**config.mk**
```make
export PLATFORM = sky130hd
export DESIGN_NAME = fetch_sequencer
export DESIGN_NICKNAME = d
export VERILOG_FILES = /design/src/rtl/cpu_pkg.sv /design/src/rtl/instr_decode.sv /design/src/rtl/fetch_sequencer.sv
export SDC_FILE = /design/constraint.sdc
export NUM_CORES = 1
export LEC_CHECK = 0
export ABC_AREA = 1
export BUFFER_PORTS_ARGS = -buffer_cell sky130_fd_sc_hd__clkbuf_2
export CAP_MARGIN = 20
export CORE_AREA = 4 4 142 117
export CTS_CLUSTER_SIZE = 8
export DETAILED_ROUTE_END_ITERATION = 12
export DIE_AREA = 0 0 146 121
export MAX_ROUTING_LAYER = met4
export PLACE_DENSITY = 0.89
export RECOVER_POWER = 100
export SYNTH_ARGS = -nofsm -noshare
export SYNTH_HDL_FRONTEND = slang
export SYNTH_SLANG_ARGS = --single-unit
```
**constraint.sdc**
```tcl
create_clock -name clk -period 2.4 [get_ports clk]
set_input_delay 0.24 -clock clk [delete_from_list [all_inputs] [get_ports clk]]
set_output_delay 0.24 -clock clk [all_outputs]
set_load 0.005 [all_outputs]
```
**src/rtl/cpu_pkg.sv**
```systemverilog
`default_nettype none
// ============================================================================
// Module      : cpu_pkg
// Description : Definitions shared by the fetch/decode and execute stages of
//               the multicycle ARM-subset core. Holds the cycle-state
//               encoding, IR field bit positions, the decoded-field bus type,
//               data-processing opcodes, condition codes and the branch
//               target helper.
// Revision    : 1.0 - initial release
// ============================================================================
package cpu_pkg;

  // Cycle state encoding
  localparam logic [1:0] S_FETCH = 2'b00;
  localparam logic [1:0] S_READ  = 2'b01;
  localparam logic [1:0] S_SHIFT = 2'b10;
  localparam logic [1:0] S_WB    = 2'b11;

  // IR field bit positions
  localparam int COND_MSB = 31;
  localparam int COND_LSB = 28;
  localparam int TYPE_MSB = 27;   // instruction class bits IR[27:25]
  localparam int TYPE_LSB = 25;
  localparam int T_BIT    = 25;
  localparam int OP_MSB   = 24;
  localparam int OP_LSB   = 21;
  localparam int P_BIT    = 24;
  localparam int U_BIT    = 23;
  localparam int B_BIT    = 22;
  localparam int W_BIT    = 21;
  localparam int S_BIT    = 20;
  localparam int RN_MSB   = 19;
  localparam int RN_LSB   = 16;
  localparam int RD_MSB   = 15;
  localparam int RD_LSB   = 12;
  localparam int OPND_MSB = 11;
  localparam int RM_MSB   = 3;
  localparam int OFS_MSB  = 23;

  // Data-processing opcodes
  localparam logic [3:0] OP_AND = 4'h0;
  localparam logic [3:0] OP_EOR = 4'h1;
  localparam logic [3:0] OP_SUB = 4'h2;
  localparam logic [3:0] OP_RSB = 4'h3;
  localparam logic [3:0] OP_ADD = 4'h4;
  localparam logic [3:0] OP_ADC = 4'h5;
  localparam logic [3:0] OP_SBC = 4'h6;
  localparam logic [3:0] OP_RSC = 4'h7;
  localparam logic [3:0] OP_TST = 4'h8;
  localparam logic [3:0] OP_TEQ = 4'h9;
  localparam logic [3:0] OP_CMP = 4'hA;
  localparam logic [3:0] OP_CMN = 4'hB;
  localparam logic [3:0] OP_ORR = 4'hC;
  localparam logic [3:0] OP_MOV = 4'hD;
  localparam logic [3:0] OP_BIC = 4'hE;
  localparam logic [3:0] OP_MVN = 4'hF;

  // Condition codes
  localparam logic [3:0] CC_EQ = 4'h0;
  localparam logic [3:0] CC_NE = 4'h1;
  localparam logic [3:0] CC_CS = 4'h2;
  localparam logic [3:0] CC_CC = 4'h3;
  localparam logic [3:0] CC_MI = 4'h4;
  localparam logic [3:0] CC_PL = 4'h5;
  localparam logic [3:0] CC_VS = 4'h6;
  localparam logic [3:0] CC_VC = 4'h7;
  localparam logic [3:0] CC_HI = 4'h8;
  localparam logic [3:0] CC_LS = 4'h9;
  localparam logic [3:0] CC_GE = 4'hA;
  localparam logic [3:0] CC_LT = 4'hB;
  localparam logic [3:0] CC_GT = 4'hC;
  localparam logic [3:0] CC_LE = 4'hD;
  localparam logic [3:0] CC_AL = 4'hE;

  // Decoded field bus. bbit is IR[22] (byte / S-bit position).
  typedef struct packed {
    logic [3:0]  cond;
    logic [3:0]  op;
    logic [3:0]  rn;
    logic [3:0]  rd;
    logic [3:0]  rm;
    logic [11:0] operand;
    logic [23:0] offset;
    logic        b;
    logic        l;
    logic        t;
    logic        s;
    logic        ldr;
    logic        str;
    logic        p;
    logic        u;
    logic        bbit;
    logic        w;
  } decode_t;

  // Branch target: the word offset is relative to pc plus the pipeline offset.
  function automatic logic [31:0] branch_target(input logic [31:0] pc,
                                                input logic [31:0] ahead,
                                                input logic [31:0] imm);
    return pc + ahead + (imm << 2);
  endfunction

endpackage
`default_nettype wire

```
**src/rtl/instr_decode.sv**
```systemverilog
`default_nettype none
// ============================================================================
// Module      : instr_decode
// Description : Purely combinational IR -> decoded field bus.
// Ports       : ir  in  32      instruction register
//               dec out decode_t decoded fields and class flags
// Revision    : 1.0 - initial release
// ============================================================================
module instr_decode
  import cpu_pkg::*;
(
  input  logic [31:0] ir,
  output decode_t     dec
);

  logic [2:0] w_type;
  logic       w_mem;

  assign w_type = ir[TYPE_MSB:TYPE_LSB];
  // Single data transfer class is IR[27:26]==01 regardless of IR[25]
  assign w_mem  = (w_type[2:1] == 2'b01);

  always_comb begin
    dec         = '0;
    dec.cond    = ir[COND_MSB:COND_LSB];
    dec.t       = ir[T_BIT];
    dec.op      = ir[OP_MSB:OP_LSB];
    dec.s       = ir[S_BIT];
    dec.rn      = ir[RN_MSB:RN_LSB];
    dec.rd      = ir[RD_MSB:RD_LSB];
    dec.operand = ir[OPND_MSB:0];
    dec.rm      = ir[RM_MSB:0];
    dec.offset  = ir[OFS_MSB:0];
    dec.p       = ir[P_BIT];
    dec.u       = ir[U_BIT];
    dec.bbit    = ir[B_BIT];
    dec.w       = ir[W_BIT];
    dec.b       = (w_type == 3'b101);
    dec.l       = (w_type == 3'b101) & ir[P_BIT];
    dec.ldr     = w_mem &  ir[S_BIT];
    dec.str     = w_mem & ~ir[S_BIT];
  end

endmodule
`default_nettype wire

```
**src/rtl/fetch_sequencer.sv**
```systemverilog
`default_nettype none
// ============================================================================
// Module      : fetch_sequencer
// Description : Front stage of the multicycle core. Owns pc, IR and the
//               2-bit cycle state; fetches one word per instruction, decodes
//               IR and applies the branch request from the execute stage.
// Ports       : clk, reset (sync, active-high), hold (stall)
//               imem_data/imem_addr/imem_rd : instruction memory interface
//               bf, branchimm               : branch request (state 11 only)
//               pc, state, instr_count      : architectural status
//               cond..w                     : decoded IR fields
// Revision    : 1.0 - initial release
// ============================================================================
module fetch_sequencer
  import cpu_pkg::*;
#(
  parameter logic [31:0] PC_RESET = 32'h0000_0000,
  parameter logic [31:0] PC_STEP  = 32'd4,
  parameter logic [31:0] PC_AHEAD = 32'd8
)(
  input  logic        clk,
  input  logic        reset,
  input  logic        hold,
  input  logic [31:0] imem_data,
  input  logic        bf,
  input  logic [31:0] branchimm,
  output logic [31:0] imem_addr,
  output logic        imem_rd,
  output logic [31:0] pc,
  output logic [1:0]  state,
  output logic [3:0]  cond,
  output logic [3:0]  op,
  output logic [3:0]  rn,
  output logic [3:0]  rd,
  output logic [3:0]  rm,
  output logic [11:0] operand,
  output logic [23:0] offset,
  output logic        b,
  output logic        l,
  output logic        t,
  output logic        s,
  output logic        ldr,
  output logic        str,
  output logic        p,
  output logic        u,
  output logic        bbit,
  output logic        w,
  output logic [31:0] instr_count
);

  logic [1:0]  r_state;
  logic [31:0] r_pc;
  logic [31:0] r_ir;
  logic [31:0] r_count;
  decode_t     w_dec;

  // pc and instr_count only move on the write-back exit edge, so a reset
  // anywhere earlier in the instruction leaves no partial update behind.
  always_ff @(posedge clk) begin
    if (reset) begin
      r_state <= S_FETCH;
      r_pc    <= PC_RESET;
      r_ir    <= '0;
      r_count <= '0;
    end else if (!hold) begin
      case (r_state)
        S_FETCH: begin
          r_ir    <= imem_data;
          r_state <= S_READ;
        end
        S_READ:  r_state <= S_SHIFT;
        S_SHIFT: r_state <= S_WB;
        S_WB: begin
          r_pc    <= bf ? branch_target(r_pc, PC_AHEAD, branchimm)
                        : r_pc + PC_STEP;
          r_count <= r_count + 32'd1;
          r_state <= S_FETCH;
        end
        default: r_state <= S_FETCH;
      endcase
    end
  end

  instr_decode u_decode (
    .ir  (r_ir),
    .dec (w_dec)
  );

  assign imem_addr   = r_pc;
  assign imem_rd     = (r_state == S_FETCH);
  assign pc          = r_pc;
  assign state       = r_state;
  assign instr_count = r_count;

  assign cond    = w_dec.cond;
  assign op      = w_dec.op;
  assign rn      = w_dec.rn;
  assign rd      = w_dec.rd;
  assign rm      = w_dec.rm;
  assign operand = w_dec.operand;
  assign offset  = w_dec.offset;
  assign b       = w_dec.b;
  assign l       = w_dec.l;
  assign t       = w_dec.t;
  assign s       = w_dec.s;
  assign ldr     = w_dec.ldr;
  assign str     = w_dec.str;
  assign p       = w_dec.p;
  assign u       = w_dec.u;
  assign bbit    = w_dec.bbit;
  assign w       = w_dec.w;

endmodule
`default_nettype wire

```
==> flow_summary.ini <==
[setup_path]
cp_slowest_stage_delay_ns = 0.36
worstSetupPathType = reg2reg
cpMostUsedCell = nand2_2
path_buf_inv = 3
cpMaxStageDelayCell = fa_2
cp_top_family = adder cells
critPathMaxFanout = 5
start_kind = flip-flop
worst_setup_path_end_kind = flip-flop
worstPathCellList = inv_1 -> ha_1 -> inv_1 -> ha_4 -> fa_2 -> nand2_2 -> inv_2 -> nand2_2 -> nand2_4 -> nand2_4 -> nand2_2 -> nand2_1 -> nand2_2 -> xor2_1 -> nand2_1 -> a21oi_1
critical_path_required_ns = 2.67
cp_num_cells = 16
cp_data_arrival_time_ns = 2.60
ff2ff_path_depth = 16

[yosys]
synth_warnings = 0
ys_types = 38
muxShareOfSynthArea = 0
synth_edf_count = 0
synthCells = 1211
async_flop_share = 0
synth_compound_area_frac = 0.1343
ys_seq_area_frac = 0.2441
syn_area_per_cell_sq_um = 6.501
synth_top_flop_cell = dfxtp_1
syn_area_sq_um = 7873
synthAdderAreaFrac = 0.1011
synth_simple_gate_area_frac = 0.3110
synth.area.top_cells = dfxtp_1 (24%), nand2_1 (12%), ha_1 (9.9%)
yosysTopAreaCellShare = 0.2441
synth.ff_latch_count = 96
yosysTopAreaCell = dfxtp_1
synthXorXnorAreaFrac = 0.04673
synth_top_family_by_area = simple AND/OR/NAND/NOR gates

[routing]
via_per_inst = 5.391
wl_um = 24970
ant_nets = 0
drc = 0
wl_per_cell_um = 15.85
firstDrtPassIters = 6
vias = 8491
drt_iter0_markers = 847

[global_routing]
track_usage = 0.2777
antenna_found_initial = 0
first_global_vias = 7711
grt-ovfl-total = 0
grt_max_degree = 42
grt_pass1_wl_um = 38930

[power_and_ir_drop]
intPower_w = 0.002797
leakage_nw = 4.425
p_total_w = 0.003997
pwr-share-clk = 0.390
seq_power_share = 0.429
p_comb_frac = 0.181
vdd_ir_drop_max_mv = 0.3553
power_switching_w = 0.001200
swShare = 0.3003
power_density_nw_per_um2 = 441.6

[sta]
setup_violations = 0
fin_tns_setup_ns = 0
finalCritPeriodShare = 0.9687
fmax_ghz = 0.4301
maxSlewViolCount = 0
worst_slew_pin_slew_ns = 0.8966
layout_min_cycle_time_ns = 2.325
hold_viol_final = 0
grt_setup_unrepaired = true
finClkSkew_ns = 0.007420
relSlewSlack = 0.4016

[finish]
layout.nets = 1508
drive_above_1_share = 0.1867
syn2layout_area_growth_pct = 14.99
antenna-diode-count = 0
stdcell_count = 1575
fillers = 1515

[clock_tree]
clk_path_buf_depth = 2
root_buffer = clkbuf_16
cts_made_buffers = 9
hold_buffers = 0
clock-sinks = 96
clk_latency_ns = 0.35
htree_levels = 3
cts_tree = yes
path_clk_slew_ns = 0.07

[floorplanning]
ios = 233
die_w_um = 146
die_h_um = 121
core_sq_um = 15340
dieArea_sq_um = 17670
rows = 41
start_util = 0.5133

[hold_path]
holdPathStages = 3
hp-class = in2reg

[place]
post-place-cells = 1557
port-buffer-count = 226
gp_congestion = 0.9958
dp_hpwl_um = 19640

[run]
max_cap_viol_count = 0

[outcome]
status = finished clean
[cells in the final DEF, fill, tap and decap left out, types with 6 or more instances in the layout]
master     count
xnor2_1        9
clkbuf_16      9
ha_1          59
clkbuf_2     156
dfxtp_1       94
clkbuf_1      92
nand3_1       56
a21oi_1       95
o21ai_0       79
buf_4         20
nand2_2       14
nor2_4         6
nor3_1        40
inv_1        114
nor2_1       146
inv_2         16
nand4_1       11
xor2_1        33
nand3b_1       9
o21bai_1       6
nand2_1      249
[timing repair]
item / CTS / global route
endpoints found under the setup margin: 4 / 17
gates resized for setup: 2 / 27
setup buffers: 1 / 1
hold endpoints to repair: 0 / 0
pin swaps: 1 / 9
[metal layers]
metal	track usage	vias to the layer above	share of wire	wire length, um
met5	-	-	0	0
met4	0.06169	0	0.020	489
met3	0.05676	40	0.10	2594
met2	0.4310	487	0.44	11070
met1	0.3773	3789	0.43	10820
li1	-	4175	-	-
[logic make-up after synthesis]
logic type / count (synthesis)
other: 1
AO/OA/AOI/OAI: 201
XOR/XNOR: 42
AND/OR/NAND/NOR: 558
flip-flops: 96
adder cells (fa/ha/maj): 63
buffers and inverters: 250
[power by group through the flow]
stage / clock network, W / logic, W / registers, W
finish: 0.00156 / 0.000724 / 0.00171
global route: 0.00165 / 0.000810 / 0.00173
global placement: 0 / 0.000709 / 0.00175
detailed placement: 0 / 0.000725 / 0.00175
floorplan: 0 / 0.000530 / 0.00175
CTS: 0.00159 / 0.000729 / 0.00172
[final timing paths]
check,startpoint,to,slack [ns]
max reg2reg,imem_addr[3],imem_addr[13],0.08
max,imem_addr[3],imem_addr[13],0.08
min,imem_data[23],r_ir[23],0.14
min reg2reg,r_ir[25],r_ir[25],0.48
[worst min-delay path: cells and delay by family]
family / cells / cell delay [ns]
buffers and inverters: 1 / 0.07
AO/OA/AOI/OAI: 1 / 0.07
AND/OR/NAND/NOR: 1 / 0.07
[sequential cells by signal, indices dropped and copies added (netlist names)]
register	cells
r_ir	32
state	2
instr_count	32
imem_addr	30
[synth_stat cells (4+ instances only)]
| cell | number |
|---|---|
| nand2_1 | 258 |
| nor2_1 | 145 |
| inv_1 | 115 |
| a21oi_1 | 98 |
| dfxtp_1 | 96 |
| buf_4 | 90 |
| o21ai_0 | 79 |
| ha_1 | 62 |
| nand3_1 | 62 |
| nor3_1 | 40 |
| xor2_1 | 33 |
| clkbuf_1 | 26 |
| inv_2 | 15 |
| nand4_1 | 11 |
| nand3b_1 | 9 |
| xnor2_1 | 9 |
| nand2_2 | 7 |
| nor2_4 | 7 |
| o21bai_1 | 6 |
| and2_1 | 5 |
| nor3_2 | 5 |
| o21ai_1 | 5 |
| a221oi_1 | 4 |
| o21a_1 | 4 |
[per-stage QoR]
step	hold slack (ns)	instance area, sq um	utilization	setup WS, ns
after global placement	0.4581	8806	0.5741	0.02391
after floorplan	0.3352	7884	-	0.1344
final	0.1417	9052	0.5902	0.07516
after detailed placement	0.4686	8806	0.5741	-0.008682
after global routing	0.1526	9052	0.5902	-0.05455
after CTS	0.1341	9131	0.5953	0.01853
[cell type report]
type / count / area, sq um / area share
clock buffer: 10 / 239.0 / 0.02640
clock inverter: 6 / 73.82 / 0.008155
inverter: 131 / 491.7 / 0.05432
multi-input combinational: 868 / 4778 / 0.5279
sequential: 96 / 1924 / 0.2126
tap: 193 / 241.5 / 0.02668
timing repair buffer: 271 / 1304 / 0.1440
Power figures use the tool's default switching activity.
